### config.mk
export PLATFORM = sky130hd
export DESIGN_NAME = jk_seq_driver_flat
export DESIGN_NICKNAME = d
export VERILOG_FILES = /design/src/rtl/jk_seq_driver_if.sv /design/src/rtl/jk_seq_driver.sv /design/src/flat_wrapper.sv
export SDC_FILE = /design/constraint.sdc
export NUM_CORES = 1
export LEC_CHECK = 0
export ABC_AREA = 1
export CORE_MARGIN = 2
export CORE_UTILIZATION = 52
export CTS_CLUSTER_SIZE = 28
export DETAILED_ROUTE_END_ITERATION = 7
export PLACE_DENSITY = 0.75
export SLEW_MARGIN = 20
export SYNTH_ARGS = -nofsm -noshare
export SYNTH_HDL_FRONTEND = slang
export SYNTH_SLANG_ARGS = --single-unit
### constraint.sdc
create_clock -name clk -period 2.3 [get_ports clk]
set_clock_uncertainty 0.2 [all_clocks]
set_input_delay 0.575 -clock clk [delete_from_list [all_inputs] [get_ports clk]]
set_output_delay 0.575 -clock clk [all_outputs]
set_load 0.01 [all_outputs]
### src/rtl/jk_seq_driver_if.sv
// Request/response and J/K drive signals between a requester and jk_seq_driver.
interface jk_seq_driver_if #(
    parameter int unsigned WIDTH = 8,
    parameter int unsigned IDXW  = 3
);
    logic             start;
    logic [WIDTH-1:0] pattern;
    logic             q_fb;
    logic             j;
    logic             k;
    logic             busy;
    logic             done;
    logic             error;
    logic [IDXW-1:0]  err_index;

    modport master (
        output start, pattern, q_fb,
        input  j, k, busy, done, error, err_index
    );

    modport slave (
        input  start, pattern, q_fb,
        output j, k, busy, done, error, err_index
    );
endinterface

### src/rtl/jk_seq_driver.sv
// Drives an external JK flip-flop through a WIDTH-bit target sequence and
// records the index of the first bit whose Q feedback missed its target.
module jk_seq_driver #(
    parameter int unsigned WIDTH      = 8,
    parameter int unsigned IDXW       = 3,
    parameter bit          USE_TOGGLE = 1'b1
) (
    input  logic           clk,
    input  logic           reset,
    jk_seq_driver_if.slave bus
);

    localparam logic [IDXW-1:0] LAST_IDX = IDXW'(WIDTH - 1);

    typedef enum logic [1:0] {IDLE, DRIVE, CHECK, DONE} state_e;

    state_e           state_q;
    logic [WIDTH-1:0] pat_q;
    logic [IDXW-1:0]  idx_q;
    logic [IDXW-1:0]  err_index_q;
    logic             busy_q;
    logic             done_q;
    logic             error_q;

    logic             tgt;
    logic [IDXW-1:0]  chk_idx;
    logic             chk_en;
    logic             mismatch;
    logic             drv_j;
    logic             drv_k;

    // Q for bit i is visible one cycle after it is driven, so DRIVE checks the
    // previous bit; CHECK keeps idx at the last bit and checks it directly.
    always_comb begin
        tgt      = pat_q[idx_q];
        chk_idx  = (state_q == CHECK) ? idx_q : idx_q - IDXW'(1);
        chk_en   = (state_q == CHECK) || ((state_q == DRIVE) && (idx_q != '0));
        mismatch = chk_en && (bus.q_fb != pat_q[chk_idx]);
        drv_j    = 1'b0;
        drv_k    = 1'b0;
        if (state_q == DRIVE) begin
            case ({bus.q_fb, tgt})
                2'b01:   begin drv_j = 1'b1;       drv_k = USE_TOGGLE; end
                2'b10:   begin drv_j = USE_TOGGLE; drv_k = 1'b1;       end
                default: begin drv_j = 1'b0;       drv_k = 1'b0;       end
            endcase
        end
    end

    always_ff @(posedge clk or posedge reset) begin
        if (reset) begin
            state_q     <= IDLE;
            pat_q       <= '0;
            idx_q       <= '0;
            busy_q      <= 1'b0;
            done_q      <= 1'b0;
            error_q     <= 1'b0;
            err_index_q <= '0;
        end else begin
            done_q <= 1'b0;
            if (mismatch && !error_q) begin
                error_q     <= 1'b1;
                err_index_q <= chk_idx;
            end
            case (state_q)
                IDLE: begin
                    if (bus.start) begin
                        pat_q       <= bus.pattern;
                        idx_q       <= '0;
                        error_q     <= 1'b0;
                        err_index_q <= '0;
                        busy_q      <= 1'b1;
                        state_q     <= DRIVE;
                    end
                end
                DRIVE: begin
                    if (idx_q == LAST_IDX) begin
                        state_q <= CHECK;
                    end else begin
                        idx_q <= idx_q + IDXW'(1);
                    end
                end
                CHECK: begin
                    state_q <= DONE;
                    done_q  <= 1'b1;
                end
                DONE: begin
                    state_q <= IDLE;
                    busy_q  <= 1'b0;
                end
                default: state_q <= IDLE;
            endcase
        end
    end

    assign bus.j         = drv_j;
    assign bus.k         = drv_k;
    assign bus.busy      = busy_q;
    assign bus.done      = done_q;
    assign bus.error     = error_q;
    assign bus.err_index = err_index_q;

endmodule

### src/flat_wrapper.sv
// flat-port wrapper written by rule: the top's interface ports become plain ports
module jk_seq_driver_flat 
#(
    parameter int unsigned WIDTH      = 8,
    parameter int unsigned IDXW       = 3,
    parameter bit          USE_TOGGLE = 1'b1
)
  (clk, reset, bus_start, bus_pattern, bus_q_fb, bus_j, bus_k, bus_busy, bus_done, bus_error, bus_err_index);
  jk_seq_driver_if #(.WIDTH(WIDTH), .IDXW(IDXW)) bus_i ();
  input  logic clk;
  input  logic reset;
  input wire logic [$bits(bus_i.start)-1:0] bus_start;
  input wire logic [$bits(bus_i.pattern)-1:0] bus_pattern;
  input wire logic [$bits(bus_i.q_fb)-1:0] bus_q_fb;
  output wire logic [$bits(bus_i.j)-1:0] bus_j;
  output wire logic [$bits(bus_i.k)-1:0] bus_k;
  output wire logic [$bits(bus_i.busy)-1:0] bus_busy;
  output wire logic [$bits(bus_i.done)-1:0] bus_done;
  output wire logic [$bits(bus_i.error)-1:0] bus_error;
  output wire logic [$bits(bus_i.err_index)-1:0] bus_err_index;
  assign bus_i.start = bus_start;
  assign bus_i.pattern = bus_pattern;
  assign bus_i.q_fb = bus_q_fb;
  assign bus_j = bus_i.j;
  assign bus_k = bus_i.k;
  assign bus_busy = bus_i.busy;
  assign bus_done = bus_i.done;
  assign bus_error = bus_i.error;
  assign bus_err_index = bus_i.err_index;
  jk_seq_driver #(.WIDTH(WIDTH), .IDXW(IDXW), .USE_TOGGLE(USE_TOGGLE)) u_core (.clk(clk), .reset(reset), .bus(bus_i));
endmodule
==> results <==
- The run finished, with violations left.
- The checks that failed: negative setup slack.
- Counting the buffers created by CTS gives 3.
- Setup slack on the critical path of the routed design comes to -0.0827 ns.
- The routed wire length is about 2.8 mm.
- The most congested layer reported by global routing is met2.
- The mux share of post-synthesis cell area is 0%.
- The pin count of the biggest net entering global routing is 20.
- The floorplan step set the die width to a little over 50 µm.
- The post-synthesis instance total is around 150.
- In the synthesized netlist the async set-or-reset flop fraction comes to 100%.
- After detailed routing, the number of vias per cell comes to approximately 5.1.
- In this run the tightest slew margin relative to its limit is between 70% and 80%.
- The standby leakage power is 0.000825 µW.
- Measured along the y axis, the die boundary spans roughly 52 µm.
- The number of design rule violations left after detail routing is 0.
- The yosys synthesis warning count is 0.
- In this run the worst path has a maximum fanout of 7.
- The overall track demand over capacity in global routing is between 20% and 30%.
- The number of max-cap violations is 0.
- The most frequently used cell type in the post-synthesis netlist is nand2_1.
- The quantity of I/O buffers inserted on ports is 19.
- The most instantiated flip-flop cell in the synthesis netlist is dfrtp_1.
- The pre-CTS setup slack is -0.405 ns.
- The path type of the worst setup path is flip-flop to output pin.
- For the finished layout, the period the worst path requires is 2.38 ns.
- The worst setup path is launched from a flip-flop.
- After detailed placement, the total cell area comes to around 0.0015 mm².
- Setup violations remaining at the end of the flow were counted as 2.
- The worst-case clock buffer depth is 2.
- At the end of routability-driven placement, the weighted congestion stood at 0.826.
- The worst hold path belongs to the class flip-flop to flip-flop.
- The number of max-slew violations in the final report is 0.
- Summing every instance area after synthesis gives approximately 0.0012 mm².
- In the synthesized netlist, the cells that appear most often are 40 x nand2_1, 19 x dfrtp_1, 17 x inv_1.
- The share of the synthesized area in compound gates (AO/OA/AOI/OAI) is 8.67%.
- The CTS tree is built.
- 20 I/O pins were placed.
- The number of DRC markers after the initial detailed-route iteration is 36.
- Global routing used 41.9% of the available met2 tracks.
- Summing the areas of all xor and xnor instances in the mapped netlist gives between 1 and 1.5% of the synthesized area.
- The total area inside the core boundary comes to 0.00219 mm².
- The floorplan die area is around 0.0027 mm².
- At the pin with the least slew margin, the transition time is 0.394 ns.
- At the worst endpoint, the arrival time is roughly 1.6 ns.
- Setup repair after global routing could not meet its margin everywhere.
- The area added between synthesis and finish is 35.6%.
- The mean routed wirelength per cell is 13.2 µm.
- After legalization and detailed placement, the total HPWL measured around 2 mm.
- The peak supply drop is roughly 0.00096 V.
- Detailed routing inserted a total of 1106 vias.
- The total overflow left after global routing is 0.
- Of the total synthesized cell area, the portion taken by AND, OR, NAND and NOR gates is between 30% and 40%.
- The count of H-tree levels built during CTS is 1.
- The met1 capacity usage during global routing is around a quarter.
- Counting every sink on the clock net gives 19.
- For this design, the CTS-stage hold fixing added 0 buffers.
- After clock tree synthesis, the clock-pin slew on the worst setup and hold paths is between 0.1 and 0.15 ns.
- The clock reaches the later pin of the worst-skew pair after around 0.30 ns.
- For this run, the detailed router's first-pass iteration total came to 4.
- The power density of the placed cells is between 1500 and 2000 mW/mm².
- The fraction of final layout cells sized beyond drive strength 1 is approximately 29%.
- CTS placed an instance of clkbuf_4 at the clock tree root.
- The number of hold-slack violations in the final timing report came to 0.
- The final layout contains approximately 210 nets.
- In this run, synthesis produced a sequential element count of 19.
- The number of antenna diodes in the final layout is 0.
- The global-route track usage on met3 is approximately 4.3%.
- The post-synthesis cell type count is 22.
- The synthesized netlist devotes 8.46% of its cell area to adder and majority cells.
- The via count of the first global-routing pass was 1125.
- The critical path capture point type is an output pin.
- The final antenna-violating net count is 0.
- The worst hold path was traced through 2 stages.
- Synthesis produced a netlist with a net count of ~170.
- The sequential share of the synthesized area is about 40%.
- The worst reg-to-reg path cell count is 14.
- By area, the combinational part of the netlist is dominated by simple AND/OR/NAND/NOR gates.
- The upper clock frequency limit is about 420 MHz.
- Counting flops with a built-in enable in the synthesized netlist gives 0.
- dfrtp_1 takes more of the synthesized area than any other cell.
- The number of placement rows is 17.
- After routing the design area is approximately 0.0016 mm².
- The final-layout worst hold slack is between 0.3 and 0.4 ns.
- The effective utilization at floorplan is between 50% and 60%.
- Yosys attributes the largest share of cell area to dfrtp_1 40%, nand2_1 13%, ha_1 8.5%.
- The number of antenna violations at the first check in global routing is 0.
- The post-route clock period utilization is 104%.
- The share of synthesized area in the top cell type comes to 40.2%.
- The average instance in the mapped netlist occupies slightly below 8 µm².
- The global-route wire length before repair is around 4.5 mm.
- STA puts the critical path data required time at between 1.5 and 2 ns.
## critical path, stage by stage, from the launching register on
cell and delay (ns):
dfrtp_2 0.48, a21oi_2 0.14, o21ai_0 0.09, o21ai_1 0.09, nand2_1 0.08, nand2_2 0.09
o21ai_2 0.07, a21oi_2 0.12, buf_2 0.15
## sequential cells by signal, summed over array words and instances (netlist names)
signal	count
u_core.bus.done	1
u_core.bus.busy	1
u_core.bus.err_index	3
u_core.bus.error	1
u_core.idx_q	3
u_core.pat_q	8
u_core.state_q	2
## what timing repair did
item,4_1_cts,5_1_grt
buffers inserted,1,1
pin swaps,3,9
endpoints found under the setup margin,2,5
gates resized for setup,11,21
## cells by family after synthesis
kind of cell               count (synthesis)
xor gates and xnor gates                   1
and+or+nand+nor                           78
DFF                                       19
buffers and inverters                     25
adders and majority gates                  8
AOI/OAI and AO/OA                         20
## routing by layer
metal | up-vias | routed length, µm
met5 | - | 0
met4 | 0 | 74
met3 | 8 | 148
met2 | 46 | 1500
met1 | 504 | 1110
li1 | 548 | -
## metrics by stage
stage | power (µW) | util, % | TNS, ns | instances
2_1_floorplan | 1560 | - | 0 | 151
3_3_place_gp | 1980 | 68.0 | -0.655 | 209
3_5_place_dp | 2040 | 68.0 | -0.804 | 209
4_1_cts | 2220 | 69.1 | -0.182 | 214
5_1_grt | 2690 | 73.3 | -0.475 | 215
6_report | 2480 | 73.3 | -0.163 | 215
## final cells by class
cell class | instances | area, µm²
repair buffers | 36 | 312
fillers | 146 | 586
well taps | 28 | 35.0
inverters | 21 | 78.8
clock buffers | 4 | 26.3
flip-flops and latches | 19 | 478
multi-input cells | 107 | 676
## where the power goes
group	internal (µW)	switching (µW)	leakage (µW)
sequential	493	118	0.000234
combinational	753	946	0.000575
clock	67.5	107	0.0000150
total	1310	1170	0.000825
## path summary, 6_finish.rpt
| check | slack, ns | end | from |
|---|---|---|---|
| min in group asynchronous | 0.38 | u_core.pat_q[4] | reset |
| worst min register to register | 0.33 | u_core.bus.busy | u_core.bus.busy |
| max in group asynchronous | 1.30 | u_core.idx_q[1] | reset |
| worst max-delay path | -0.08 | bus_j | u_core.idx_q[0] |
| worst min-delay path | 0.33 | u_core.bus.busy | u_core.bus.busy |
| worst max register to register | 0.08 | u_core.bus.err_index[2] | u_core.state_q[0] |
## cell usage in the layout, fill, tap and decap left out, drive strengths merged
cell type	n
o21ai	13
inv	21
buf	19
o22ai	1
nor3	1
clkdlybuf4s50	17
nand3	15
a31oi	1
a21oi	5
clkbuf	4
nor2	14
nand2	46
nand3b	1
xor2	1
ha	8
dfrtp	19
nand4	1
No activity file was read; power rests on OpenSTA's default activity.
